<file path="src/rtl/powerup_pkg.sv">
// Shared types and helpers for the maze power-up scheduler.
// Slot state encoding, slot indices and the sprite overlap test.
package powerup_pkg;

    localparam int unsigned COORD_W     = 32;
    localparam int unsigned CNT_W       = 32;
    localparam int unsigned EXT_W       = COORD_W + 1;
    localparam int unsigned NUM_SLOTS   = 2;
    localparam int unsigned NUM_PLAYERS = 2;

    localparam int unsigned SLOT_SPEED = 0;
    localparam int unsigned SLOT_FAKE  = 1;

    localparam logic [COORD_W-1:0] HIDDEN_COORD = 32'hFFFF_FFFF;

    typedef enum logic [1:0] {
        ACTIVE   = 2'd0,
        HELD     = 2'd1,
        COOLDOWN = 2'd2
    } slot_state_e;

    // Inclusive box test, widened by one bit so px+W and ux+W cannot wrap.
    function automatic logic sprite_overlap(
        input logic [COORD_W-1:0] px,
        input logic [COORD_W-1:0] py,
        input logic [COORD_W-1:0] ux,
        input logic [COORD_W-1:0] uy,
        input logic [EXT_W-1:0]   w,
        input logic [EXT_W-1:0]   h
    );
        logic [EXT_W-1:0] px_e;
        logic [EXT_W-1:0] py_e;
        logic [EXT_W-1:0] ux_e;
        logic [EXT_W-1:0] uy_e;
        px_e = {1'b0, px};
        py_e = {1'b0, py};
        ux_e = {1'b0, ux};
        uy_e = {1'b0, uy};
        return ((px_e + w) >= ux_e) && (px_e <= (ux_e + w)) &&
               ((py_e + h) >= uy_e) && (py_e <= (uy_e + h));
    endfunction

endpackage

</file>
<file path="src/rtl/powerup_slot.sv">
// One power-up slot: lifecycle FSM, effect duration and respawn counters,
// owner tracking and the registered coordinate/effect/pulse outputs.
module powerup_slot
    import powerup_pkg::*;
#(
    parameter int unsigned SPAWN_X         = 300,
    parameter int unsigned SPAWN_Y         = 300,
    parameter int unsigned TICKS_PER_STAGE = 100000000,
    parameter int unsigned NUM_STAGES      = 7,
    parameter int unsigned RESPAWN_TICKS   = 500000000
) (
    input  logic               clock,
    input  logic               reset,
    input  logic               i_pause,
    input  logic               i_grant,
    input  logic               i_grant_player,
    output logic               o_active_c,
    output logic [COORD_W-1:0] o_pos_x,
    output logic [COORD_W-1:0] o_pos_y,
    output logic [1:0]         o_effect,
    output logic               o_pickup_pulse,
    output logic               o_pickup_player
);

    localparam logic [CNT_W-1:0]   TICK_LAST    = CNT_W'(TICKS_PER_STAGE - 1);
    localparam logic [CNT_W-1:0]   STAGE_LAST   = CNT_W'(NUM_STAGES - 1);
    localparam logic [CNT_W-1:0]   RESPAWN_LAST = CNT_W'(RESPAWN_TICKS - 1);
    localparam logic [COORD_W-1:0] SPAWN_XC     = COORD_W'(SPAWN_X);
    localparam logic [COORD_W-1:0] SPAWN_YC     = COORD_W'(SPAWN_Y);

    slot_state_e        r_state;
    slot_state_e        w_state_nxt;
    logic [CNT_W-1:0]   r_tick;
    logic [CNT_W-1:0]   w_tick_nxt;
    logic [CNT_W-1:0]   r_stage;
    logic [CNT_W-1:0]   w_stage_nxt;
    logic [CNT_W-1:0]   r_cnt;
    logic [CNT_W-1:0]   w_cnt_nxt;
    logic               r_owner;
    logic               w_owner_nxt;
    logic [COORD_W-1:0] r_pos_x;
    logic [COORD_W-1:0] w_pos_x_nxt;
    logic [COORD_W-1:0] r_pos_y;
    logic [COORD_W-1:0] w_pos_y_nxt;
    logic [1:0]         r_effect;
    logic [1:0]         w_effect_nxt;
    logic               r_pulse;
    logic               w_pulse_nxt;
    logic               r_player;
    logic               w_player_nxt;

    // State and output registers; reset returns the slot to its spawn point.
    always_ff @(negedge clock) begin
        if (reset) begin
            r_state  <= ACTIVE;
            r_tick   <= '0;
            r_stage  <= '0;
            r_cnt    <= '0;
            r_owner  <= 1'b0;
            r_pos_x  <= SPAWN_XC;
            r_pos_y  <= SPAWN_YC;
            r_effect <= 2'b00;
            r_pulse  <= 1'b0;
            r_player <= 1'b0;
        end else begin
            r_state  <= w_state_nxt;
            r_tick   <= w_tick_nxt;
            r_stage  <= w_stage_nxt;
            r_cnt    <= w_cnt_nxt;
            r_owner  <= w_owner_nxt;
            r_pos_x  <= w_pos_x_nxt;
            r_pos_y  <= w_pos_y_nxt;
            r_effect <= w_effect_nxt;
            r_pulse  <= w_pulse_nxt;
            r_player <= w_player_nxt;
        end
    end

    // Next-state and next-output logic; pause freezes everything but the pulse.
    always_comb begin
        w_state_nxt  = r_state;
        w_tick_nxt   = r_tick;
        w_stage_nxt  = r_stage;
        w_cnt_nxt    = r_cnt;
        w_owner_nxt  = r_owner;
        w_pos_x_nxt  = r_pos_x;
        w_pos_y_nxt  = r_pos_y;
        w_effect_nxt = r_effect;
        w_pulse_nxt  = 1'b0;
        w_player_nxt = r_player;

        if (!i_pause) begin
            case (r_state)
                ACTIVE: begin
                    if (i_grant) begin
                        w_state_nxt  = HELD;
                        w_tick_nxt   = '0;
                        w_stage_nxt  = '0;
                        w_owner_nxt  = i_grant_player;
                        w_pos_x_nxt  = HIDDEN_COORD;
                        w_pos_y_nxt  = HIDDEN_COORD;
                        w_effect_nxt = i_grant_player ? 2'b10 : 2'b01;
                        w_pulse_nxt  = 1'b1;
                        w_player_nxt = i_grant_player;
                    end
                end
                HELD: begin
                    if (r_tick == TICK_LAST) begin
                        w_tick_nxt = '0;
                        if (r_stage == STAGE_LAST) begin
                            w_state_nxt  = COOLDOWN;
                            w_stage_nxt  = '0;
                            w_cnt_nxt    = '0;
                            w_effect_nxt = 2'b00;
                        end else begin
                            w_stage_nxt = r_stage + CNT_W'(1);
                        end
                    end else begin
                        w_tick_nxt = r_tick + CNT_W'(1);
                    end
                end
                COOLDOWN: begin
                    if (r_cnt == RESPAWN_LAST) begin
                        w_state_nxt = ACTIVE;
                        w_cnt_nxt   = '0;
                        w_pos_x_nxt = SPAWN_XC;
                        w_pos_y_nxt = SPAWN_YC;
                    end else begin
                        w_cnt_nxt = r_cnt + CNT_W'(1);
                    end
                end
                default: begin
                    w_state_nxt  = ACTIVE;
                    w_pos_x_nxt  = SPAWN_XC;
                    w_pos_y_nxt  = SPAWN_YC;
                    w_effect_nxt = 2'b00;
                end
            endcase
        end
    end

    assign o_active_c      = (r_state == ACTIVE);
    assign o_pos_x         = r_pos_x;
    assign o_pos_y         = r_pos_y;
    assign o_effect        = r_effect;
    assign o_pickup_pulse  = r_pulse;
    assign o_pickup_player = r_player;

endmodule

</file>
<file path="src/rtl/powerup_scheduler.sv">
// Two-slot power-up scheduler: player/slot overlap detection, round-robin
// arbitration of contested pickups and fan-out of the per-slot outputs.
module powerup_scheduler
    import powerup_pkg::*;
#(
    parameter int unsigned SPRITE_W        = 25,
    parameter int unsigned SPRITE_H        = 25,
    parameter int unsigned TICKS_PER_STAGE = 100000000,
    parameter int unsigned NUM_STAGES      = 7,
    parameter int unsigned RESPAWN_TICKS   = 500000000,
    parameter int unsigned SPAWN0_X        = 300,
    parameter int unsigned SPAWN0_Y        = 300,
    parameter int unsigned SPAWN1_X        = 400,
    parameter int unsigned SPAWN1_Y        = 400
) (
    input  logic        clock,
    input  logic        reset,
    input  logic        pause,
    input  logic [31:0] player0_x,
    input  logic [31:0] player0_y,
    input  logic [31:0] player1_x,
    input  logic [31:0] player1_y,
    output logic [31:0] powerup0_x,
    output logic [31:0] powerup0_y,
    output logic [31:0] powerup1_x,
    output logic [31:0] powerup1_y,
    output logic [1:0]  p0_effect,
    output logic [1:0]  p1_effect,
    output logic [1:0]  pickup_pulse,
    output logic [1:0]  pickup_player
);

    localparam logic [EXT_W-1:0] W_EXT = EXT_W'(SPRITE_W);
    localparam logic [EXT_W-1:0] H_EXT = EXT_W'(SPRITE_H);

    logic [NUM_SLOTS-1:0] w_active;
    logic [COORD_W-1:0]   w_pos_x [NUM_SLOTS];
    logic [COORD_W-1:0]   w_pos_y [NUM_SLOTS];
    logic [1:0]           w_effect [NUM_SLOTS];
    logic [NUM_SLOTS-1:0] w_pulse;
    logic [NUM_SLOTS-1:0] w_player;

    logic [NUM_SLOTS-1:0] w_hit0;
    logic [NUM_SLOTS-1:0] w_hit1;
    logic [NUM_SLOTS-1:0] w_grant;
    logic [NUM_SLOTS-1:0] w_contest;
    logic [NUM_SLOTS-1:0] w_winner;
    logic                 r_rr_prio;

    // Overlap only matters while a slot sits on the map; its coords then equal spawn.
    always_comb begin
        w_hit0[SLOT_SPEED] = w_active[SLOT_SPEED] &&
            sprite_overlap(player0_x, player0_y, w_pos_x[SLOT_SPEED], w_pos_y[SLOT_SPEED], W_EXT, H_EXT);
        w_hit1[SLOT_SPEED] = w_active[SLOT_SPEED] &&
            sprite_overlap(player1_x, player1_y, w_pos_x[SLOT_SPEED], w_pos_y[SLOT_SPEED], W_EXT, H_EXT);
        w_hit0[SLOT_FAKE]  = w_active[SLOT_FAKE] &&
            sprite_overlap(player0_x, player0_y, w_pos_x[SLOT_FAKE], w_pos_y[SLOT_FAKE], W_EXT, H_EXT);
        w_hit1[SLOT_FAKE]  = w_active[SLOT_FAKE] &&
            sprite_overlap(player1_x, player1_y, w_pos_x[SLOT_FAKE], w_pos_y[SLOT_FAKE], W_EXT, H_EXT);
    end

    // Contested slot0 takes rr_prio; slot1 takes the opposite when slot0 is also contested.
    always_comb begin
        w_grant   = {NUM_SLOTS{~pause}} & (w_hit0 | w_hit1);
        w_contest = {NUM_SLOTS{~pause}} & w_hit0 & w_hit1;
        w_winner  = w_hit1;
        if (w_contest[SLOT_SPEED]) begin
            w_winner[SLOT_SPEED] = r_rr_prio;
        end
        if (w_contest[SLOT_FAKE]) begin
            w_winner[SLOT_FAKE] = w_contest[SLOT_SPEED] ? ~r_rr_prio : r_rr_prio;
        end
    end

    always_ff @(negedge clock) begin
        if (reset) begin
            r_rr_prio <= 1'b0;
        end else if (|w_contest) begin
            r_rr_prio <= ~r_rr_prio;
        end
    end

    powerup_slot #(
        .SPAWN_X         (SPAWN0_X),
        .SPAWN_Y         (SPAWN0_Y),
        .TICKS_PER_STAGE (TICKS_PER_STAGE),
        .NUM_STAGES      (NUM_STAGES),
        .RESPAWN_TICKS   (RESPAWN_TICKS)
    ) u_slot_speed (
        .clock           (clock),
        .reset           (reset),
        .i_pause         (pause),
        .i_grant         (w_grant[SLOT_SPEED]),
        .i_grant_player  (w_winner[SLOT_SPEED]),
        .o_active_c      (w_active[SLOT_SPEED]),
        .o_pos_x         (w_pos_x[SLOT_SPEED]),
        .o_pos_y         (w_pos_y[SLOT_SPEED]),
        .o_effect        (w_effect[SLOT_SPEED]),
        .o_pickup_pulse  (w_pulse[SLOT_SPEED]),
        .o_pickup_player (w_player[SLOT_SPEED])
    );

    powerup_slot #(
        .SPAWN_X         (SPAWN1_X),
        .SPAWN_Y         (SPAWN1_Y),
        .TICKS_PER_STAGE (TICKS_PER_STAGE),
        .NUM_STAGES      (NUM_STAGES),
        .RESPAWN_TICKS   (RESPAWN_TICKS)
    ) u_slot_fake (
        .clock           (clock),
        .reset           (reset),
        .i_pause         (pause),
        .i_grant         (w_grant[SLOT_FAKE]),
        .i_grant_player  (w_winner[SLOT_FAKE]),
        .o_active_c      (w_active[SLOT_FAKE]),
        .o_pos_x         (w_pos_x[SLOT_FAKE]),
        .o_pos_y         (w_pos_y[SLOT_FAKE]),
        .o_effect        (w_effect[SLOT_FAKE]),
        .o_pickup_pulse  (w_pulse[SLOT_FAKE]),
        .o_pickup_player (w_player[SLOT_FAKE])
    );

    assign powerup0_x    = w_pos_x[SLOT_SPEED];
    assign powerup0_y    = w_pos_y[SLOT_SPEED];
    assign powerup1_x    = w_pos_x[SLOT_FAKE];
    assign powerup1_y    = w_pos_y[SLOT_FAKE];
    assign p0_effect     = {w_effect[SLOT_FAKE][0], w_effect[SLOT_SPEED][0]};
    assign p1_effect     = {w_effect[SLOT_FAKE][1], w_effect[SLOT_SPEED][1]};
    assign pickup_pulse  = w_pulse;
    assign pickup_player = w_player;

endmodule
</file>
<file path="config.mk">
export PLATFORM = sky130hd
export DESIGN_NAME = powerup_scheduler
export DESIGN_NICKNAME = d
export VERILOG_FILES = /design/src/rtl/powerup_pkg.sv /design/src/rtl/powerup_slot.sv /design/src/rtl/powerup_scheduler.sv
export SDC_FILE = /design/constraint.sdc
export NUM_CORES = 1
export LEC_CHECK = 0
export ABC_CLOCK_PERIOD_IN_PS = 11800
export BUFFER_PORTS_ARGS = -buffer_cell sky130_fd_sc_hd__buf_4
export CAP_MARGIN = 20
export CORE_ASPECT_RATIO = 0.5
export CORE_MARGIN = 8
export CORE_UTILIZATION = 35
export DETAILED_ROUTE_END_ITERATION = 12
export GPL_ROUTABILITY_DRIVEN = 1
export PLACE_DENSITY = 0.63
export SLEW_MARGIN = 30
export SYNTH_ARGS = -nofsm -noshare
export SYNTH_HDL_FRONTEND = slang
export SYNTH_SLANG_ARGS = --single-unit
export TNS_END_PERCENT = 20
</file>
<file path="constraint.sdc">
create_clock -name clock -period 11.8 [get_ports clock]
set_clock_uncertainty 0.05 [all_clocks]
set_input_delay 0.59 -clock clock [delete_from_list [all_inputs] [get_ports clock]]
set_output_delay 0.59 -clock clock [all_outputs]
set_load 0.005 [all_outputs]
</file>
==> results.yml <==
critical_path:
  path_cells: "buf_4, nand2_1, nor4_1, nor2b_1, nor2b_1, and3_1, nand2_1, inv_1, and3_1, xor2_1, ha_1, nand4_1, nor4_1, o211ai_1, a211oi_1, a211oi_1, nor4_2, a211o_1, buf_4, nand2_1, or4b_1, a31oi_1"
  cp-end-kind: "register"
  crit_arrival_ns: 6.09
  crit_top_cell: "nand2_1"
  critical-path-top-delay-family: "simple AND/OR/NAND/NOR gates"
  cpPeakStageDelay_ns: 0.60
  cp_slowest_cell: "nor4_1"
  cp.required_ns: 6.34
  path_max_fanout: 12
  path_class: "in2reg"
  start_kind: "input port"
  worstPathBufferInverterCount: 3
logic_synthesis:
  ys_seq_elements: 207
  ys_types: 79
  synthesis.area_mm2: 0.01996
  async_reset_ff_share_pct: 0
  syn_area_per_cell_um2: 7.843
  yosysSeqAreaShare_pct: 20.76
  synth_edf_count: 0
  synth_ff_type: "dfxtp_1"
  ys_warn_count: 0
  synth_cells: 2545
route:
  drt_first_pass_iters: 6
  drc_errors: 0
  drtAntennaViolNets: 0
  routed_via_density: 5.518
  wl_per_cell_um: 16.68
  drt-total-wl_mm: 60.78
  num_vias: 20108
  drt_iter0_markers: 1765
floorplan:
  fp.dieW_um: 353.7
  core-area_mm2: 0.05686
  initial_core_util_pct: 35.10
  num_io_pins: 267
  die_area_mm2: 0.06539
  rows: 62
  dieHeight_um: 184.9
place:
  placed_cells_incl_taps: 3406
  io_buffers: 252
  dpl.hpwl_mm: 46.63
  place_congestion: 0.9522
clock_tree:
  root_buffer: "clkbuf_16"
  holdBufCountCts: 0
  htreeDepth: 1
  clockBufferDepth: 3
  clk_pin_slew_ns: 0.03
  cts_resized: 0
  numCtsBuffers: 19
  cts_setup_buffers: 0
  clock-sinks: 207
  cts_tree: "yes"
  clk_latency_ns: 0.59
sta:
  setup-tns-final_ns: 0
  setup_viol: 0
  worst_slew_pin_slew_ns: 0.8842
  rsz0062_at_grt: "false"
  hold_slack_ns: 0.4045
  maxSlewViolCount: 0
  slew_headroom_pct: 40.70
  finalHoldViolations: 0
cells_and_area:
  layout_commonest_cell: "ha_1"
  most-common-layout-cells: "284 x ha_1, 282 x buf_4, 251 x nor2_1"
  multi_input_area_mm2: 0.01447
  post_layout_nonfiller_instances: 3644
  drive_above_1_share_pct: 12.07
  final_util_pct: 40.81
  nFillCells: 5755
  nets: 3280
  area_growth_pct: 16.26
  register_area_mm2: 0.004146
  diodes: 0
global_route:
  grt_pass1_wl_mm: 98.29
  grt_pass1_vias: 19491
  overflow: 0
  grt_usage_pct: 17.48
  grt_max_degree: 79
  antenna_found_initial: 0
run_status:
  status: "finished, final reports clean"
worst_hold_path:
  hp-class: "reg2reg"
flow_run:
  max_cap_viol_count: 0
power:
  ir_worst_vdd_mv: 0.08377
  power.density_mw_per_mm2: 81.30
  finalPower_uw: 1887
  p_leak_uw: 0.009928
## worst min-delay path, stage by stage, from the launching register on
cell and delay [ns]:
dfxtp_1 0.30, nand2_1 0.05, a21oi_1 0.05
## per-stage QoR
step	area (µm²)	worst slack, ns
global placement	21850	-0.09950
detailed placement	21860	-0.1048
global route	23210	0.04117
floorplan	20010	0.8101
finish	23210	0.2581
CTS	23200	0.4487
## synthesized netlist by cell type, types with 5 or more instances
library cell,n,share of area (%)
a2111oi_0,7,0.31
a211o_1,16,0.70
a211oi_1,21,0.79
a21o_1,37,1.4
a21oi_1,146,3.7
a221oi_1,5,0.22
a31oi_1,21,0.66
and2_1,21,0.66
and3_1,75,2.4
and4_1,23,1.0
buf_1,6,0.11
buf_2,12,0.30
buf_4,132,5.0
clkbuf_1,50,0.94
dfxtp_1,207,21
ha_1,284,18
inv_1,37,0.70
mux2i_1,5,0.25
nand2_1,187,3.5
nand2b_1,24,0.75
nand3_1,162,4.1
nand3b_1,11,0.41
nand4_1,103,3.2
nand4b_1,8,0.35
nor2_1,252,4.7
nor2b_1,23,0.72
nor3_1,68,1.7
nor3b_1,12,0.45
nor4_1,75,2.4
nor4b_1,10,0.44
o2111ai_1,6,0.26
o211ai_1,11,0.41
o21a_1,20,0.75
o21ai_0,108,2.7
o21bai_1,5,0.19
o31ai_1,10,0.38
or2_2,6,0.19
or3_1,30,0.94
or4_1,13,0.49
or4b_1,5,0.25
xnor2_1,129,5.7
xor2_1,106,4.7
## layer usage
metal	GRT usage (%)	vias up	part of all wire, %
met5	0	-	0
met3	4.767	66	8.2
met2	25.45	812	40
met4	3.670	0	1.3
li1	-	9864	-
met1	25.43	9366	50
## worst paths after layout
| check | startpoint | end | slack, ns | cells past startpoint |
|---|---|---|---|---|
| setup / recovery | player0_x[7] | u_slot_speed.r_tick[6] | 0.26 | 22 |
| setup reg to reg | u_slot_fake.o_pos_x[30] | u_slot_fake.r_stage[14] | 6.03 | 14 |
| hold / removal | u_slot_speed.o_pickup_player | u_slot_speed.o_pickup_player | 0.40 | 2 |
| hold reg to reg | u_slot_speed.o_pickup_player | u_slot_speed.o_pickup_player | 0.40 | 2 |
## final cells by class
cell class,instances,share of cell area [%]
Clock buffer,19,2.049
Timing Repair Buffer,284,9.258
Clock inverter,220,3.742
Inverter,36,0.6039
Multi-Input combinational cell,2110,62.34
Sequential cell,207,17.87
Tap cell,768,4.141
## cell families after synthesis
logic type                 count (synthesis)  synth area share [%]
xor gates and xnor gates                 236                 10.39
AOI/OAI and AO/OA                        449                 14.22
muxes                                      5                0.2507
DFF                                      207                 20.76
other                                      1               0.01879
buffers and inverters                    241                 7.177
adders and majority gates                284                 17.80
and+or+nand+nor                         1122                 29.37
## registers in the layout, summed over array words and instances (netlist names)
signal	cells
u_slot_speed.r_stage	32
u_slot_fake.o_effect	2
r_rr_prio	1
u_slot_speed.r_state	2
u_slot_fake.r_stage	32
u_slot_fake.r_cnt	32
u_slot_speed.r_tick	32
u_slot_fake.r_tick	32
u_slot_speed.o_pickup_player	1
u_slot_fake.r_state	2
u_slot_speed.r_cnt	32
u_slot_fake.o_pickup_pulse	1
u_slot_speed.o_pos_x	1
u_slot_speed.o_pickup_pulse	1
u_slot_speed.o_effect	2
u_slot_fake.o_pos_x	1
u_slot_fake.o_pickup_player	1
## power breakdown
part              switching, µW  internal, µW  total, µW
clock network               475           410        885
registers      0.00000000000118           704        704
logic                       173           124        297
total                       648          1240       1890
(Power assumes the default switching activity.)
